[config.mk]
export PLATFORM = sky130hd
export DESIGN_NAME = relogio_min_hora
export DESIGN_NICKNAME = d
export VERILOG_FILES = /design/src/rtl/relogio_pkg.sv /design/src/rtl/relogio_rise_detect.sv /design/src/rtl/relogio_min_hora.sv
export SDC_FILE = /design/constraint.sdc
export NUM_CORES = 1
export LEC_CHECK = 0
export BUFFER_PORTS_ARGS = -buffer_cell sky130_fd_sc_hd__clkbuf_2
export CAP_MARGIN = 30
export CORE_MARGIN = 2
export CORE_UTILIZATION = 55
export DETAILED_ROUTE_END_ITERATION = 7
export GPL_ROUTABILITY_DRIVEN = 1
export PLACE_DENSITY = 0.91
export SYNTH_ARGS = -nofsm -noshare
export SYNTH_HDL_FRONTEND = slang
export SYNTH_SLANG_ARGS = --single-unit
[constraint.sdc]
create_clock -name clk -period 6.1 [get_ports clk]
set_clock_uncertainty 0.1 [all_clocks]
set_input_delay 0.305 -clock clk [delete_from_list [all_inputs] [get_ports clk]]
set_output_delay 0.305 -clock clk [all_outputs]
set_load 0.02 [all_outputs]
[src/rtl/relogio_pkg.sv]
// Shared definitions for the relogio clock stages: field widths, default
// moduli and the time-setting FSM state encoding.
package relogio_pkg;

  localparam int MIN_W        = 6;
  localparam int HOUR_W       = 5;
  localparam int DEF_MIN_MOD  = 60;
  localparam int DEF_HOUR_MOD = 24;

  typedef enum logic [1:0] {
    ST_RUN      = 2'd0,
    ST_SET_HOUR = 2'd1,
    ST_SET_MIN  = 2'd2
  } set_state_t;

endpackage

[src/rtl/relogio_rise_detect.sv]
// Rising-edge detector for a level that is already synchronous to clk.
// The previous-sample register resets to 1, so a level that is already high
// when reset is released is not treated as a new edge.
module relogio_rise_detect (
  input  logic clk,
  input  logic reset,
  input  logic level,
  output logic rise
);

  logic prev;

  // Remember the level from the previous clock for edge comparison.
  always_ff @(posedge clk or negedge reset) begin
    if (!reset) prev <= 1'b1;
    else        prev <= level;
  end

  assign rise = level & ~prev;

endmodule

[src/rtl/relogio_min_hora.sv]
// Minutes/hours stage of the clock. Counts one minute per rising edge of the
// seconds-stage wrap strobe, lets the user set hours then minutes with two
// buttons, and pulses day_tick when the hours wrap back to zero.
module relogio_min_hora
  import relogio_pkg::*;
#(
  parameter int HOUR_MOD = DEF_HOUR_MOD,
  parameter int MIN_MOD  = DEF_MIN_MOD
) (
  input  logic              clk,
  input  logic              reset,
  input  logic              sec_wrap,
  input  logic              btn_mode,
  input  logic              btn_inc,
  output logic [MIN_W-1:0]  minutes,
  output logic [HOUR_W-1:0] hours,
  output logic              day_tick,
  output logic [1:0]        set_state
);

  // Last legal value of each field; comparing against these before the
  // increment keeps every register inside its modulus.
  localparam logic [MIN_W-1:0]  MIN_LAST  = MIN_W'(MIN_MOD - 1);
  localparam logic [HOUR_W-1:0] HOUR_LAST = HOUR_W'(HOUR_MOD - 1);

  logic min_ev, mode_ev, inc_ev;

  set_state_t        state_q, state_d;
  logic [MIN_W-1:0]  min_q, min_d;
  logic [HOUR_W-1:0] hour_q, hour_d;
  logic              tick_q, tick_d;

  relogio_rise_detect u_min_edge (
    .clk   (clk),
    .reset (reset),
    .level (sec_wrap),
    .rise  (min_ev)
  );

  relogio_rise_detect u_mode_edge (
    .clk   (clk),
    .reset (reset),
    .level (btn_mode),
    .rise  (mode_ev)
  );

  relogio_rise_detect u_inc_edge (
    .clk   (clk),
    .reset (reset),
    .level (btn_inc),
    .rise  (inc_ev)
  );

  // Register the FSM state, both counters and the rollover pulse.
  always_ff @(posedge clk or negedge reset) begin
    if (!reset) begin
      state_q <= ST_RUN;
      min_q   <= '0;
      hour_q  <= '0;
      tick_q  <= 1'b0;
    end else begin
      state_q <= state_d;
      min_q   <= min_d;
      hour_q  <= hour_d;
      tick_q  <= tick_d;
    end
  end

  // Next state and counter updates; the current state decides how events
  // are used, and a mode event always beats an inc event in the set states.
  always_comb begin
    state_d = state_q;
    min_d   = min_q;
    hour_d  = hour_q;
    tick_d  = 1'b0;
    case (state_q)
      ST_RUN: begin
        if (min_ev) begin
          if (min_q == MIN_LAST) begin
            min_d = '0;
            if (hour_q == HOUR_LAST) begin
              hour_d = '0;
              tick_d = 1'b1;
            end else begin
              hour_d = hour_q + 1'b1;
            end
          end else begin
            min_d = min_q + 1'b1;
          end
        end
        if (mode_ev) state_d = ST_SET_HOUR;
      end
      ST_SET_HOUR: begin
        if (mode_ev) begin
          state_d = ST_SET_MIN;
        end else if (inc_ev) begin
          hour_d = (hour_q == HOUR_LAST) ? '0 : hour_q + 1'b1;
        end
      end
      ST_SET_MIN: begin
        if (mode_ev) begin
          state_d = ST_RUN;
        end else if (inc_ev) begin
          min_d = (min_q == MIN_LAST) ? '0 : min_q + 1'b1;
        end
      end
      default: state_d = ST_RUN;
    endcase
  end

  assign minutes   = min_q;
  assign hours     = hour_q;
  assign day_tick  = tick_q;
  assign set_state = state_q;

endmodule

==> qor.yml, run 1 <==
final.period_utilization: 0.3589
r2r-end: "hours[3]"
timing_worst_slew_pin_value_ns: 0.3983
p_total_uw: 444.0
routed_wl_um: 1572
status: "completed"
fmax_mhz: 456.8
clk_latency_ns: 0.28
place_congestion: 0.7997
cts_sinks: 17
netlist.area_leader.share: 0.4230
nNetsFinal: 108
antenna_found_initial: 0
die_area_sq_um: 1832
syn_nets: 83
maxSlewViolCount: 0
clk_pin_slew_ns: 0.09
cts_tree: "built"
finalHoldViolCount: 0
num_rows: 14
endpoint_kind: "flip-flop"
avgViaCountPerCell: 5.655
critPathMaxStageDelay_ns: 0.49
routed-via-count: 656
final_common_cell: "clkbuf_2"
ir_drop_mv: 0.2360
synth-main-ff-cell: "dfrtp_1"
area_delta_synth_final_pct: 18.73
coreArea_sq_um: 1454
setup_viol: 0
rr_startpoint: "minutes[0]"
grt_pass1_wl_um: 2822
grt-ovfl-total: 0
maxCapViolCount: 0
ys_top_cells_by_area: "dfrtp_1 (42%), dfstp_2 (9.5%), mux2_2 (5.4%), ha_1 (3.0%), a211oi_1 (2.7%)"
cts-root-buf: "clkbuf_4"
dieWidth_um: 42.81
critical_path.max_fanout: 5
grt_pass1_vias: 614
cts_max_path_buffers: 2
synth_cell_types: 32
synth-edff-count: 0
synth_seq_cells: 17
final_cells: 116
hold_path.class: "in -> reg"
synth.yosys.warnings: 0
reg2reg_slack_ns: 3.91
multiInputGateArea_sq_um: 372.9
dp_hpwl_um: 1184
rsz0062_at_grt: "no"
crit_end: "hours[3]"
cts_buffers: 3
cp_slowest_cell: "or4_1"
dr.pass1.iters: 4
final_cell_mix: "clkbuf_2 (18), dfrtp_1 (14), nor2_1 (6), nand2_1 (6)"
grt.total_usage: 0.2108
postCtsSetupRepairBufs: 0
syn_area_per_cell_sq_um: 10.90
drive_gt1_frac: 0.3200
port_buffers: 18
post-route-min-period_ns: 2.189
power_density_nw_per_um2: 451.5
start_util: 0.5697
worstPathArrival_ns: 2.26
drc: 0
finalSetupTns_ns: 0
antennaDiodeCount: 0
io_pins: 19
place_area_sq_um: 927.1
path_class: "reg -> reg"
final_antenna_net_count: 0
seq_area_sq_um: 429.2
place_inst: 109
first_iter_violations: 4
htreeDepth: 1
nFillCells: 121
reg2reg_depth: 5
synthArstFlopShare: 1.000
final_area_sq_um: 983.4
syn-instance-count: 76
grt_max_degree: 18
wire_per_inst_um: 13.55
yosysSeqAreaShare: 0.5181
start_kind: "flip-flop"
yosysTopAreaCell: "dfrtp_1"
critPathLaunch: "minutes[0]"
relSlewSlack: 0.7345
path_cells: "ha_1 > nand4_1 > or4_1 > a211oi_1 > mux2_2"
required_ns: 6.17
die-height_um: 42.81
synth_area_sq_um: 828.3
p_leak_nw: 0.4681
[layer usage]
layer | part of all wire | GRT usage | up-vias | wire length (um)
li1 | - | - | 326 | -
met3 | 0.058 | 0.02553 | 2 | 91
met5 | 0 | 0 | - | 0
met1 | 0.42 | 0.2694 | 305 | 662
met2 | 0.51 | 0.3636 | 23 | 801
met4 | 0.010 | 0.07500 | 0 | 16
[flip-flops by register name, indices dropped and copies added (netlist names)]
name	flops
hours	5
set_state	2
u_min_edge.prev	1
u_mode_edge.prev	1
minutes	6
day_tick	1
u_inc_edge.prev	1
[cells in the mapped netlist, types with 2 or more instances]
master    instances
ha_1              2
o21ai_0           3
dfstp_2           3
a21o_1            2
a21oi_1           2
nand3_1           3
nor2b_1           2
a211oi_1          3
nand2b_1          2
nor4_1            2
inv_1             4
or4_1             2
nand2_1           6
mux2_2            4
dfrtp_1          14
nor2_1            6
[logic make-up after synthesis]
family,Yosys count,share of synthesized area
adders and majority gates,2,0.03021
muxes,5,0.07250
AOI/OAI and AO/OA,16,0.1329
xor gates and xnor gates,2,0.02115
and+or+nand+nor,29,0.1933
buffers and inverters,5,0.03172
DFF,17,0.5181
[worst min path at each step]
stage	start	to	cells past startpoint
finish	sec_wrap	u_min_edge.prev	1
global route	sec_wrap	u_min_edge.prev	1
floorplan	reset	day_tick	0
CTS	sec_wrap	u_min_edge.prev	1
global placement	reset	set_state[0]	1
detailed placement	reset	hours[4]	1
[through the flow]
step | utilization | hold slack [ns] | setup slack [ns]
global placement | 0.6377 | 0.1481 | 4.011
detailed placement | 0.6377 | 0.1494 | 3.933
floorplan | - | -0.09059 | 3.915
CTS | 0.6764 | 0.02134 | 3.913
global route | 0.6764 | 0.005250 | 3.769
finish | 0.6764 | 0.02522 | 3.911
[what timing repair did]
item | CTS | global route
gates resized for setup | 0 | 0
hold endpoints to repair | 16 | 0
hold buffers | 3 | 0
[area by class of cell]
class                   instances  share of cell area
well taps                      16             0.02036
multi-input cells              54              0.3791
flip-flops and latches         17              0.4364
clock buffers                   4             0.02672
inverters                       4             0.01527
repair buffers                 21              0.1221
[worst max-delay path, delay by kind of cell, from the launching register on]
family	cells	cell delay, ns
AO/OA/AOI/OAI	1	0.29
AND/OR/NAND/NOR	2	0.63
multiplexers	1	0.36
flip-flops	1	0.42
adder cells (fa/ha/maj)	1	0.27
[where the power goes]
group          internal, mW  switching [mW]
registers             0.150          0.0566
clock network        0.0254          0.0326
logic                0.0756           0.103
total                 0.251           0.193
Power figures use the tool's default switching activity.
==> inputs of run 2 (changes only) <==
--- a/config.mk
+++ b/config.mk
@@ -5,13 +5,14 @@
 export SDC_FILE = /design/constraint.sdc
 export NUM_CORES = 1
 export LEC_CHECK = 0
+export ABC_AREA = 1
 export BUFFER_PORTS_ARGS = -buffer_cell sky130_fd_sc_hd__clkbuf_2
 export CAP_MARGIN = 30
 export CORE_MARGIN = 2
-export CORE_UTILIZATION = 55
+export CORE_UTILIZATION = 47
 export DETAILED_ROUTE_END_ITERATION = 7
 export GPL_ROUTABILITY_DRIVEN = 1
-export PLACE_DENSITY = 0.91
+export PLACE_DENSITY = 0.83
 export SYNTH_ARGS = -nofsm -noshare
 export SYNTH_HDL_FRONTEND = slang
 export SYNTH_SLANG_ARGS = --single-unit
==> constraint.sdc (replaced) <==
create_clock -name clk -period 1.81 [get_ports clk]
set_clock_uncertainty 0.1 [all_clocks]
set_input_delay 0.0905 -clock clk [delete_from_list [all_inputs] [get_ports clk]]
set_output_delay 0.0905 -clock clk [all_outputs]
set_load 0.02 [all_outputs]
==> run 2 against run 1 <==
Register-to-register slack lost 3.6 ns. Hold slack gained 0.14 ns. Synthesized area rose by 14%. Final area rose by 15%. Sequential cell count stayed put. Sequential power increased to 3.3 times the previous value. Via count up 25%. Non-clock buffer count rose by 1. Power grew to 3.9 times the previous value. Highest routed layer unchanged.
==> qor.yml, run 2 <==
endpoint_kind: "flip-flop"  # unchanged
ctsResizeCount: 0  # unchanged
grt_max_degree: 18  # unchanged
critical_path.most_common_cell: "nand2_1"
yosysTopAreaCell: "dfrtp_1"  # unchanged
p_total_mw: 1.746  # was 444.0 uW
final_common_cell: "nand2_1"  # was clkbuf_2
synth_area_sq_um: 944.7  # was 828.3 sq um
coreArea_sq_um: 1922  # was 1454 sq um
synth-compound-area-share: 0.07020  # was 0.1329
nFillCells: 191  # was 121
place_congestion: 0.7978  # was 0.7997
synth_cell_types: 22  # was 32
drive_gt1_frac: 0.2837  # was 0.3200
drc: 0  # unchanged
clk_pin_slew_ns: 0.10  # was 0.09 ns
post-route-min-period_ns: 1.477  # was 2.189 ns
port_buffers: 18  # unchanged
reg2reg_depth: 8  # was 5
worstPathArrival_ns: 1.56  # was 2.26 ns
maxCapViolCount: 0  # unchanged
io_pins: 19  # unchanged
area_delta_synth_final_pct: 19.60  # was 18.73%
syn_nets: 123  # was 83
num_rows: 16  # was 14
cts_sinks: 17  # unchanged
start_util: 0.4915  # was 0.5697
die-height_um: 48.83  # was 42.81 um
crit_family: "flip-flops"  # was simple AND/OR/NAND/NOR gates
final_util: 0.5879  # was 0.6764
antennaDiodeCount: 0  # unchanged
final_cells: 168  # was 116
final.period_utilization: 0.8159  # was 0.3589
finalSetupTns_ns: 0  # unchanged
netlist.area_leader.share: 0.3709  # was 0.4230
grt.total_usage: 0.1555  # was 0.2108
cts-root-buf: "clkbuf_4"  # unchanged
synth_most_common_cell: "nand2_1"  # was dfrtp_1
grt_pass1_wl_um: 2898  # was 2822 um
routed-via-count: 817  # was 656
rsz0062_at_grt: "no"  # unchanged
wire_per_inst_um: 10.14  # was 13.55 um
required_ns: 1.90  # was 6.17 ns
start_kind: "flip-flop"  # unchanged
synth-main-ff-cell: "dfrtp_1"  # unchanged
hold_path.class: "in -> async"  # was in -> reg
final_cell_mix: "nand2_1 (40), clkbuf_2 (18), dfrtp_1 (14), inv_1 (13), nand3_1 (9)"  # was clkbuf_2 (18), dfrtp_1 (14), nor2_1 (6), nand2_1 (6)
status: "completed"  # unchanged
synthArstFlopShare: 1.000  # unchanged
p_leak_nw: 0.6030  # was 0.4681 nW
yosysSeqAreaShare: 0.4543  # was 0.5181
ys_top_cells_by_area: "dfrtp_1 (37%), nand2_1 (16%), dfstp_2 (8.3%), inv_1 (5.2%), nand3_1 (4.8%)"  # was dfrtp_1 (42%), dfstp_2 (9.5%), mux2_2 (5.4%), ha_1 (3.0%), a211oi_1 (2.7%)
cts_tree: "built"  # unchanged
synth-edff-count: 0  # unchanged
grt_pass1_vias: 702  # was 614
critPathMaxStageDelay_ns: 0.45  # was 0.49 ns
grt-ovfl-total: 0  # unchanged
path_cells: "ha_1 > nand2_1 > inv_1 > nand3_2 > nand2_2 > nand2_4 > nand2_1 > o21ai_2"  # was ha_1 > nand4_1 > or4_1 > a211oi_1 > mux2_2
first_iter_violations: 11  # was 4
syn-instance-count: 116  # was 76
final_antenna_net_count: 0  # unchanged
dr.pass1.iters: 4  # unchanged
maxSlewViolCount: 0  # unchanged
postCtsSetupRepairBufs: 0  # unchanged
avgViaCountPerCell: 4.863  # was 5.655
power_density_nw_per_um2: 1546  # was 451.5 nW/um^2
antenna_found_initial: 0  # unchanged
synth.yosys.warnings: 0  # unchanged
htreeDepth: 1  # unchanged
rr_startpoint: "minutes[0]"  # unchanged
place_inst: 160  # was 109
syn_area_per_cell_sq_um: 8.144  # was 10.90 sq um
synth_top_family_by_area: "simple AND/OR/NAND/NOR gates"  # unchanged
relSlewSlack: 0.7191  # was 0.7345
fmax_mhz: 677.1  # was 456.8 MHz
die_area_sq_um: 2384  # was 1832 sq um
cp_slowest_cell: "dfrtp_1"  # was or4_1
worst-path-buf-inv: 1  # was 0
largest_reg_flops: 6  # unchanged
synthTopCellsByCount: "nand2_1 (40), dfrtp_1 (14), inv_1 (13), nand3_1 (9), nor2_1 (7)"  # was dfrtp_1 (14), nand2_1 (6), nor2_1 (6), inv_1 (4), mux2_2 (4)
cts_buffers: 3  # unchanged
synth-simple-area-share: 0.3563  # was 0.1934
setup_viol: 0  # unchanged
nNetsFinal: 149  # was 108
crit_cells: 8  # was 5
routed_wl_um: 1703  # was 1572 um
reg2reg_slack_ns: 0.33  # was 3.91 ns
finalHoldViolCount: 0  # unchanged
clk_latency_ns: 0.28  # about the same
dieWidth_um: 48.83  # was 42.81 um
critical_path.max_fanout: 9  # was 5
synth.area.mux_share: 0  # was 0.07251
timing_worst_slew_pin_value_ns: 0.4213  # was 0.3983 ns
critPathLaunch: "minutes[0]"  # unchanged
synth_seq_cells: 17  # unchanged
yosys.area_share.xor_xnor: 0.02781  # was 0.02115
cts_max_path_buffers: 2  # unchanged
dp_hpwl_um: 1284  # was 1184 um
synth-adder-area-share: 0.02649  # was 0.03021
r2r-end: "hours[0]"  # was hours[3]
path_class: "reg -> reg"  # unchanged
ir_drop_mv: 1.126  # was 0.2360 mV
[run 2: cell types whose count changed after synthesis, moves of 3 or more]
cell	change
nand2_1	+34
inv_1	+9
nand3_1	+6
mux2_2	-4
o21ai_2	+4
a211oi_1	-3
nor2_2	+3
o21ai_0	-3
o21ai_1	+3
[run 2: through the flow]
| step | instance area [sq um] | hold WS, ns | setup slack (ns) |
|---|---|---|---|
| 6_report | 1130 | 0.1639 | 0.3332 |
| 5_1_grt | 1130 | 0.2086 | 0.2195 |
| 4_1_cts | 1130 | 0.1662 | 0.3277 |
| 3_5_place_dp | 1064 | -0.05118 | 0.3534 |
| 3_3_place_gp | 1064 | -0.05768 | 0.4190 |
| 2_1_floorplan | 944.7 | -0.3051 | 0.3266 |
[run 2: power breakdown]
part           total, mW  internal [mW]  switching, mW  leakage [nW]
combinational      0.851          0.310          0.541         0.378
sequential         0.692          0.505          0.187         0.210
clock              0.203         0.0856          0.117        0.0150
[run 2: cell families after synthesis]
group | count (synthesis)
flops | 17
xor+xnor | 3
simple gates | 70
compound gates | 8
fa+ha+maj | 2
buf+inv | 16
[run 2: how the worst max path moves through the flow]
| stage | end |
|---|---|
| 3_5_place_dp | hours[2] |
| 5_1_grt | hours[1] |
| 3_3_place_gp | hours[2] |
| 2_1_floorplan | hours[0] |
| 4_1_cts | hours[0] |
| 6_report | hours[0] |
[run 2: worst reg2reg max path, cell delays in order, from the launching register on]
cell and delay [ns]:
dfrtp_1 0.45, ha_1 0.24, nand2_1 0.07, inv_1 0.08, nand3_2 0.09, nand2_2 0.10, nand2_4 0.09, nand2_1 0.09
o21ai_2 0.05
[run 2: layout make-up]
cell class	instances	area, sq um	area share
clock buffer	4	26.28	0.02326
inverter	15	56.30	0.04983
multi-input combinational	83	454.2	0.4020
sequential	17	429.2	0.3798
tap	27	33.78	0.02990
timing repair buffer	22	130.1	0.1152
[run 2: what timing repair did]
action,4_1_cts,5_1_grt
hold buffers,4,0
endpoints found under the hold margin,20,0
setup endpoints to repair,0,0
[run 2: metal layers]
layer	GRT usage	vias up	part of all wire	wire length, um
met4	0.07143	0	0.0082	14
met3	0.03067	2	0.028	47
li1	-	417	-	-
met2	0.2717	14	0.50	854
met1	0.1838	384	0.46	786
met5	0	-	0	0
